## config.mk

```make
export PLATFORM = sky130hd
export DESIGN_NAME = button_conditioner
export DESIGN_NICKNAME = d
export VERILOG_FILES = /design/src/rtl/button_conditioner_pkg.sv /design/src/rtl/button_conditioner_debounce.sv /design/src/rtl/button_conditioner.sv
export SDC_FILE = /design/constraint.sdc
export NUM_CORES = 1
export LEC_CHECK = 0
export CAP_MARGIN = 20
export CORE_MARGIN = 2
export CORE_UTILIZATION = 35
export DETAILED_ROUTE_END_ITERATION = 6
export HOLD_SLACK_MARGIN = 0.08
export PLACE_DENSITY = 0.52
export SETUP_SLACK_MARGIN = 0.4
export SYNTH_ARGS = -nofsm -noshare
export SYNTH_HDL_FRONTEND = slang
export SYNTH_SLANG_ARGS = --single-unit
```

## constraint.sdc

```tcl
create_clock -name clk -period 2.44 [get_ports clk]
set_input_delay 0.244 -clock clk [delete_from_list [all_inputs] [get_ports clk]]
set_output_delay 0.244 -clock clk [all_outputs]
set_load 0.05 [all_outputs]
```

## src/rtl/button_conditioner_pkg.sv

```systemverilog
// Shared defaults and helpers for the push-button conditioning block.
package button_conditioner_pkg;

    localparam int unsigned NUM_BTN_DEF         = 4;
    localparam int unsigned SYNC_STAGES_DEF     = 2;
    localparam int unsigned DEBOUNCE_CYCLES_DEF = 500000;

    // Debounced (accepted) state of one button.
    typedef enum logic {
        BTN_RELEASED = 1'b0,
        BTN_PRESSED  = 1'b1
    } btn_state_e;

    // Mismatch counter width: ceil(log2(cycles)), never narrower than one bit.
    function automatic int unsigned cnt_width(input int unsigned cycles);
        int unsigned w;
        w = $clog2(cycles);
        return (w < 1) ? 1 : w;
    endfunction

endpackage

```

## src/rtl/button_conditioner_debounce.sv

```systemverilog
// Single-button conditioner: synchronizer, mismatch counter, debounced state,
// press/release strobes and press toggle. Raw input is active-low.
module btn_debounce
    import button_conditioner_pkg::*;
#(
    parameter int unsigned SYNC_STAGES     = SYNC_STAGES_DEF,
    parameter int unsigned DEBOUNCE_CYCLES = DEBOUNCE_CYCLES_DEF
) (
    input  logic clk,
    input  logic rstn,
    input  logic raw_key_i,
    output logic level_o,
    output logic toggle_o,
    output logic press_o,
    output logic release_o
);

    localparam int unsigned CW = cnt_width(DEBOUNCE_CYCLES);
    localparam logic [CW-1:0] CNT_LAST = CW'(DEBOUNCE_CYCLES - 1);

    logic [SYNC_STAGES-1:0] sync_q;
    logic [CW-1:0]          cnt_q,     cnt_d;
    btn_state_e             state_q,   state_d;
    logic                   toggle_q,  toggle_d;
    logic                   press_q,   press_d;
    logic                   release_q, release_d;

    logic       pressed_sync;
    btn_state_e sync_state;

    assign pressed_sync = ~sync_q[SYNC_STAGES-1];
    assign sync_state   = btn_state_e'(pressed_sync);

    // Synchronizer chain; resets to the released (high) raw level.
    always_ff @(posedge clk or negedge rstn) begin
        if (!rstn) begin
            sync_q <= '1;
        end else begin
            sync_q <= {sync_q[SYNC_STAGES-2:0], raw_key_i};
        end
    end

    // Debounce state, counter and strobe registers.
    always_ff @(posedge clk or negedge rstn) begin
        if (!rstn) begin
            state_q   <= BTN_RELEASED;
            cnt_q     <= '0;
            toggle_q  <= 1'b0;
            press_q   <= 1'b0;
            release_q <= 1'b0;
        end else begin
            state_q   <= state_d;
            cnt_q     <= cnt_d;
            toggle_q  <= toggle_d;
            press_q   <= press_d;
            release_q <= release_d;
        end
    end

    // Count consecutive mismatch cycles; accept the new level on the last one.
    // Strobes are registered alongside the state so they coincide with the
    // first cycle the new debounced level is visible.
    always_comb begin
        state_d   = state_q;
        cnt_d     = '0;
        toggle_d  = toggle_q;
        press_d   = 1'b0;
        release_d = 1'b0;
        if (sync_state != state_q) begin
            if (cnt_q == CNT_LAST) begin
                state_d   = sync_state;
                press_d   = pressed_sync;
                release_d = ~pressed_sync;
                if (pressed_sync) begin
                    toggle_d = ~toggle_q;
                end
            end else begin
                cnt_d = cnt_q + 1'b1;
            end
        end
    end

    assign level_o   = (state_q == BTN_PRESSED);
    assign toggle_o  = toggle_q;
    assign press_o   = press_q;
    assign release_o = release_q;

endmodule

```

## src/rtl/button_conditioner.sv

```systemverilog
// Conditions NUM_BTN active-low push-buttons and packs the PIO export word:
// low half = debounced pressed level, high half = per-button press toggle.
module button_conditioner
    import button_conditioner_pkg::*;
#(
    parameter int unsigned NUM_BTN         = NUM_BTN_DEF,
    parameter int unsigned SYNC_STAGES     = SYNC_STAGES_DEF,
    parameter int unsigned DEBOUNCE_CYCLES = DEBOUNCE_CYCLES_DEF
) (
    input  logic                 clk,
    input  logic                 rstn,
    input  logic [NUM_BTN-1:0]   raw_keys,
    output logic [2*NUM_BTN-1:0] buttons_export,
    output logic [NUM_BTN-1:0]   press_pulse,
    output logic [NUM_BTN-1:0]   release_pulse
);

    logic [NUM_BTN-1:0] level;
    logic [NUM_BTN-1:0] toggle;

    for (genvar g = 0; g < NUM_BTN; g++) begin : g_btn
        btn_debounce #(
            .SYNC_STAGES     (SYNC_STAGES),
            .DEBOUNCE_CYCLES (DEBOUNCE_CYCLES)
        ) u_btn (
            .clk       (clk),
            .rstn      (rstn),
            .raw_key_i (raw_keys[g]),
            .level_o   (level[g]),
            .toggle_o  (toggle[g]),
            .press_o   (press_pulse[g]),
            .release_o (release_pulse[g])
        );
    end

    assign buttons_export = {toggle, level};

endmodule

```

**Word-level counts from Yosys, hierarchy flattened**

Index checks and enable logic that the tools add are counted.

- Register bits after elaboration: 100
- Bits of input ports: 6
- Word-level logic and storage cells: 76

- $add $sub $neg: 4
- Eq/ne operators: 8
- Multiplexer cells: 24
- Bitwise operators: 8
- Reductions and logical operators: 8

Operators with widths:

| kind | number |
|---|---|
| 2-to-1 mux 19 bit | 8 |
| adder 19 x 1 -> 19 bit (second input constant) | 4 |
| equality test 19 bit (second input constant) | 4 |
| 2-to-1 mux 1 bit | 16 |
| AND reduction 3 bit | 4 |
| inverter 1 bit | 8 |
| AND reduction 2 bit | 4 |
| != test 1 bit | 4 |

**Longest topological paths before layout**

- Depth in word-level cells: 3
- Gate-level depth with buffers: 7

**By module**

A second synthesis with hierarchy kept.

- Cells, all modules: 468
- Area total of the unflattened synthesis: 4844.6 um^2

By module, submodules not included:

| module | instances | cells each | area an instance (um^2) | seq. area each (um^2) |
|---|---|---|---|---|
| btn_debounce | 4 | 117 | 1211.2 | 628.1 |

**Least setup slack after synthesis**

No wires, ideal clock.

- Kind: reg-to-reg
- Start: reg g_btn[0].u_btn.cnt_q[7]
- End: reg g_btn[0].u_btn.cnt_q[7]
- Setup time: 0.119 ns
- Arrival time: 1.866 ns
- Data required time: 2.321 ns
- Slack: 0.455 ns
- Cell stages (with the launch flop): 7
- Buffers on the path: 2
- Clock period less this slack: 1.985 ns
- Path through: dfrtp_1 -> buf_6 -> or4b_1 -> or4_4 -> o21ai_4 -> buf_6 -> nor2_1

- Word-level cells in the longest chain between the ends: 3

Ends and longest elaborated chain:

| what | RTL line | RTL |
|---|---|---|
| start, declared | button_conditioner_debounce.sv:22 | `logic [CW-1:0] cnt_q, cnt_d;` |
| start signal, assigned | button_conditioner_debounce.sv:53 | `cnt_q <= cnt_d;` |
| adder 19 x 1 -> 19 bit or equality test 19 bit (tied branches) | button_conditioner_debounce.sv:78, button_conditioner_debounce.sv:70 |  |
| 2-to-1 mux 19 bit (*) | button_conditioner_debounce.sv:70 | `if (cnt_q == CNT_LAST) begin` |
| 2-to-1 mux 19 bit (*) | button_conditioner_debounce.sv:69 | `if (sync_state != state_q) begin` |
| net g_btn[0].u_btn.cnt_d[7] | button_conditioner_debounce.sv:22 |  |

Mark *: on every way through the listed nets, which the timed path passes. The rest lies on a longest branch.
A chain may end at the register's enable or synchronous reset.

**Worst setup path after layout**

- Start: reg g_btn[2].u_btn.cnt_q[7]
- End: reg g_btn[2].u_btn.cnt_q[17]

- Word-level cells in the longest chain between the ends: 3

Ends and longest elaborated chain:

| what | RTL line |
|---|---|
| start, declared | button_conditioner_debounce.sv:22 |
| start signal, assigned | button_conditioner_debounce.sv:53 |
| adder 19 x 1 -> 19 bit or equality test 19 bit (tied branches) | button_conditioner_debounce.sv:78, button_conditioner_debounce.sv:70 |
| 2-to-1 mux 19 bit (*) | button_conditioner_debounce.sv:70 |
| 2-to-1 mux 19 bit (*) | button_conditioner_debounce.sv:69 |
| net g_btn[2].u_btn.cnt_d[17] | button_conditioner_debounce.sv:22 |

Marked as above.

==> run_summary.xml <==
<?xml version="1.0" encoding="UTF-8"?>
<metrics>
  <group name="power">
    <metric name="p_int" unit="mW">2.67</metric>
    <metric name="combinationalPowerShare" unit="%">3.3</metric>
    <metric name="peakVddDrop" unit="mV">0.362</metric>
    <metric name="power.total" unit="mW">3.41</metric>
    <metric name="power_frac_seq" unit="%">50.2</metric>
    <metric name="power.density_cell_area" unit="mW/mm^2">609</metric>
    <metric name="power_leakage" unit="nW">2.11</metric>
    <metric name="power.share.switching" unit="%">21.7</metric>
    <metric name="power.net_switching" unit="mW">0.739</metric>
    <metric name="power_frac_clock" unit="%">46.5</metric>
  </group>
  <group name="cells_and_area">
    <metric name="syn2layout_area_growth" unit="%">14.9</metric>
    <metric name="final_nets" unit="">510</metric>
    <metric name="final_core_utilization" unit="%">40.8</metric>
    <metric name="insertedDiodeCount" unit="">0</metric>
    <metric name="stdcell_count" unit="">685</metric>
    <metric name="fin_area" unit="mm^2">0.00560</metric>
    <metric name="n_fill_cell" unit="">1342</metric>
    <metric name="final_layout_size_suffix_gt1_share" unit="%">9.90</metric>
  </group>
  <group name="setup_path">
    <metric name="worst_reg2reg_path_depth" unit="">5</metric>
    <metric name="cp_max_fo" unit="">16</metric>
    <metric name="crit-reg2reg-launch" unit="">g_btn[2].u_btn.cnt_q[7]</metric>
    <metric name="path_class" unit="">register to register</metric>
    <metric name="cp_data_required_time" unit="ps">2670</metric>
    <metric name="ff2ff_setup_slack" unit="ps">490</metric>
    <metric name="startpoint_class" unit="">register</metric>
    <metric name="r2r_end" unit="">g_btn[2].u_btn.cnt_q[17]</metric>
    <metric name="critical_path_arrival" unit="ps">2180</metric>
    <metric name="crit_path_end_kind" unit="">register</metric>
  </group>
  <group name="placed_design">
    <metric name="place_worst_setup_slack" unit="ps">312</metric>
    <metric name="port-buffer-count" unit="">21</metric>
    <metric name="routabilityCongestion" unit="">0.788</metric>
    <metric name="dp_cells" unit="">662</metric>
    <metric name="place.detailed.hpwl" unit="um">6160</metric>
    <metric name="placed_cell_area" unit="mm^2">0.00518</metric>
  </group>
  <group name="clock_network">
    <metric name="ctsRootBufferMaster" unit="">clkbuf_16</metric>
    <metric name="clock-sinks" unit="">100</metric>
    <metric name="clock_tree.htree_level_count" unit="">3</metric>
    <metric name="clock_tree.buffer_depth" unit="">2</metric>
    <metric name="insertion_delay" unit="ps">350</metric>
    <metric name="cts_buffers" unit="">9</metric>
    <metric name="tritoncts" unit="">done</metric>
    <metric name="path_clk_slew" unit="ps">70</metric>
  </group>
  <group name="synth">
    <metric name="synth.net_count" unit="">490</metric>
    <metric name="post-synth-top-count-cell" unit="">dfrtp_1</metric>
    <metric name="yosysTopAreaCellShare" unit="%">47.3</metric>
    <metric name="synthCells" unit="">480</metric>
    <metric name="synth_top_cells_by_area" unit="">dfrtp_1, xnor2_1, nor2_1</metric>
    <metric name="ys_ff_latch" unit="">100</metric>
    <metric name="ys_types" unit="">41</metric>
    <metric name="synth_edf_count" unit="">0</metric>
    <metric name="synth_top_area_cell" unit="">dfrtp_1</metric>
    <metric name="netlist_area" unit="mm^2">0.00487</metric>
    <metric name="yosysWarningCount" unit="">0</metric>
    <metric name="synth-main-ff-cell" unit="">dfrtp_1</metric>
    <metric name="synth.avg_cell_area" unit="um^2">10.1</metric>
    <metric name="synth.yosys.seq_area_share" unit="%">51.6</metric>
    <metric name="postSynth.asyncResetShare" unit="%">100</metric>
    <metric name="synth_common_cells" unit="">dfrtp_1, nor2_1, xnor2_1, nor4_1, nand3_1</metric>
  </group>
  <group name="global_route">
    <metric name="grt_use_met1" unit="%">18.3</metric>
    <metric name="globalRoute.totalOverflow" unit="">0</metric>
    <metric name="global_route_wire_length_before_repair" unit="um">16300</metric>
    <metric name="antenna_found_initial" unit="">0</metric>
    <metric name="global_route.peak_usage_layer" unit="">met2</metric>
    <metric name="met3_usage" unit="%">3.79</metric>
    <metric name="grt_util_met2" unit="%">21.5</metric>
    <metric name="largest_net_degree_at_the_start_of_global_routing" unit="">57</metric>
    <metric name="grt_pass1_vias" unit="">3420</metric>
    <metric name="grt_overall_usage" unit="%">13.6</metric>
  </group>
  <group name="routing">
    <metric name="drt_drc_violations_left" unit="">0</metric>
    <metric name="route.detailed.wl_per_inst" unit="um">13.3</metric>
    <metric name="num_vias" unit="">3443</metric>
    <metric name="antenna_violating_nets_post_route" unit="">0</metric>
    <metric name="number_of_vias_per_cell_after_detailed_routing" unit="">5.03</metric>
    <metric name="drt-pass1-iter-count" unit="">4</metric>
    <metric name="final_routed_wirelength" unit="um">9110</metric>
    <metric name="drt_first_iter_violations" unit="">228</metric>
  </group>
  <group name="floorplan">
    <metric name="start_util" unit="%">35.5</metric>
    <metric name="num_rows" unit="">43</metric>
    <metric name="io_pins" unit="">22</metric>
    <metric name="design.core.area" unit="mm^2">0.0137</metric>
    <metric name="fp.dieW" unit="um">122</metric>
    <metric name="design.die.area" unit="mm^2">0.0149</metric>
    <metric name="die-height" unit="um">122</metric>
  </group>
  <group name="sta">
    <metric name="max-slew-margin-rel" unit="%">51.4</metric>
    <metric name="setup_viol_count_final" unit="">0</metric>
    <metric name="final_critical_path_setup_slack" unit="ps">492</metric>
    <metric name="slew_viols_final" unit="">0</metric>
    <metric name="finalWorstPathRequiredPeriod" unit="ps">1950</metric>
    <metric name="timing.final.hold_violations" unit="">0</metric>
    <metric name="finalCritPeriodShare" unit="%">79.8</metric>
    <metric name="timing.setup.tns" unit="ps">0</metric>
    <metric name="clock.fmax" unit="GHz">0.513</metric>
    <metric name="tightest_slew" unit="ps">729</metric>
    <metric name="final.hold.worst_slack" unit="ps">307</metric>
    <metric name="unrepaired_setup_endpoints_after_global_routing" unit="">no</metric>
    <metric name="timing.clock.skew" unit="ps">7.09</metric>
  </group>
  <group name="flow_run">
    <metric name="drv_cap" unit="">0</metric>
  </group>
  <group name="hold_path">
    <metric name="hp-start" unit="">raw_keys[3]</metric>
    <metric name="whs_endpoint" unit="">g_btn[3].u_btn.sync_q[0]</metric>
    <metric name="timing.hold.worst.class" unit="">primary input to register</metric>
    <metric name="hold_depth" unit="">1</metric>
  </group>
  <group name="outcome">
    <metric name="run_status" unit="">finished, final reports clean</metric>
  </group>
</metrics>
==> worst max path at each step <==
stage | startpoint | end | slack (ps) | depth (start not counted)
finish | g_btn[2].u_btn.cnt_q[7] | g_btn[2].u_btn.cnt_q[17] | 490 | 5
global route | g_btn[0].u_btn.cnt_q[7] | g_btn[0].u_btn.cnt_q[7] | 430 | 5
CTS | g_btn[1].u_btn.cnt_q[0] | g_btn[1].u_btn.cnt_q[1] | 440 | 5
detailed placement | g_btn[0].u_btn.cnt_q[7] | g_btn[0].u_btn.cnt_q[14] | 310 | 4
global placement | g_btn[0].u_btn.cnt_q[7] | g_btn[0].u_btn.cnt_q[13] | 360 | 4
floorplan | g_btn[0].u_btn.cnt_q[7] | g_btn[0].u_btn.cnt_q[7] | 460 | 6
==> flip-flops by register name (all words and copies together) (netlist names) <==
name,flops
g_btn.u_btn.cnt_q,76
g_btn.u_btn.sync_q,8
g_btn.u_btn.level_o,4
g_btn.u_btn.press_o,4
g_btn.u_btn.release_o,4
g_btn.u_btn.toggle_o,4
==> worst max-delay path, stage by stage, from the launching register on <==
cell and delay (ps):
dfrtp_1 450, or4b_1 520, or4_4 490, o21ai_4 170, buf_12 160, a21oi_1 50
==> placed cells by master (no fill, tap or decap), types with 9 or more instances in the layout <==
cell / instances
clkbuf_16: 9
nor3_1: 22
dfrtp_1: 92
nand3_1: 26
xnor2_1: 51
xor2_1: 14
nor2_1: 73
nor4_1: 28
clkdlybuf4s50_1: 20
nand2_1: 25
and3_1: 11
o21ai_0: 11
buf_4: 11
inv_1: 14
nand4_1: 22
==> timing repair <==
item                       CTS  global route
pin swaps                    2             0
setup buffers                4             2
hold buffers                 1             0
hold endpoints to repair    48             0
gates resized for setup      1             3
setup endpoints to repair   34             5
==> layout make-up <==
class | count | area, um^2 | share of cell area, %
multi-input cells | 341 | 2140 | 38.3
repair buffers | 34 | 333 | 5.95
flip-flops and latches | 100 | 2510 | 44.9
well taps | 180 | 225 | 4.02
clock inverters | 6 | 93.8 | 1.68
clock buffers | 10 | 239 | 4.27
inverters | 14 | 52.6 | 0.939
==> power by group through the flow <==
stage	registers, mW	clock network [mW]	logic (mW)
detailed placement	1.74	0	0.106
finish	1.71	1.58	0.111
CTS	1.71	1.64	0.116
global placement	1.74	0	0.105
floorplan	1.74	0	0.0459
global route	1.71	1.71	0.128
==> cell families after synthesis <==
family	share of synthesized area (%)
DFF	51.6
buffers and inverters	4.88
and+or+nand+nor	26.9
adders and majority gates	1.03
AOI/OAI and AO/OA	3.93
xor gates and xnor gates	11.7
==> metal layers <==
layer  vias to the layer above  share of wire (%)
met5                         -                  0
met4                         0                1.3
met3                        12                2.7
met2                        27                 47
met1                      1682                 49
li1                       1722                  -
(Power assumes the default switching activity.)
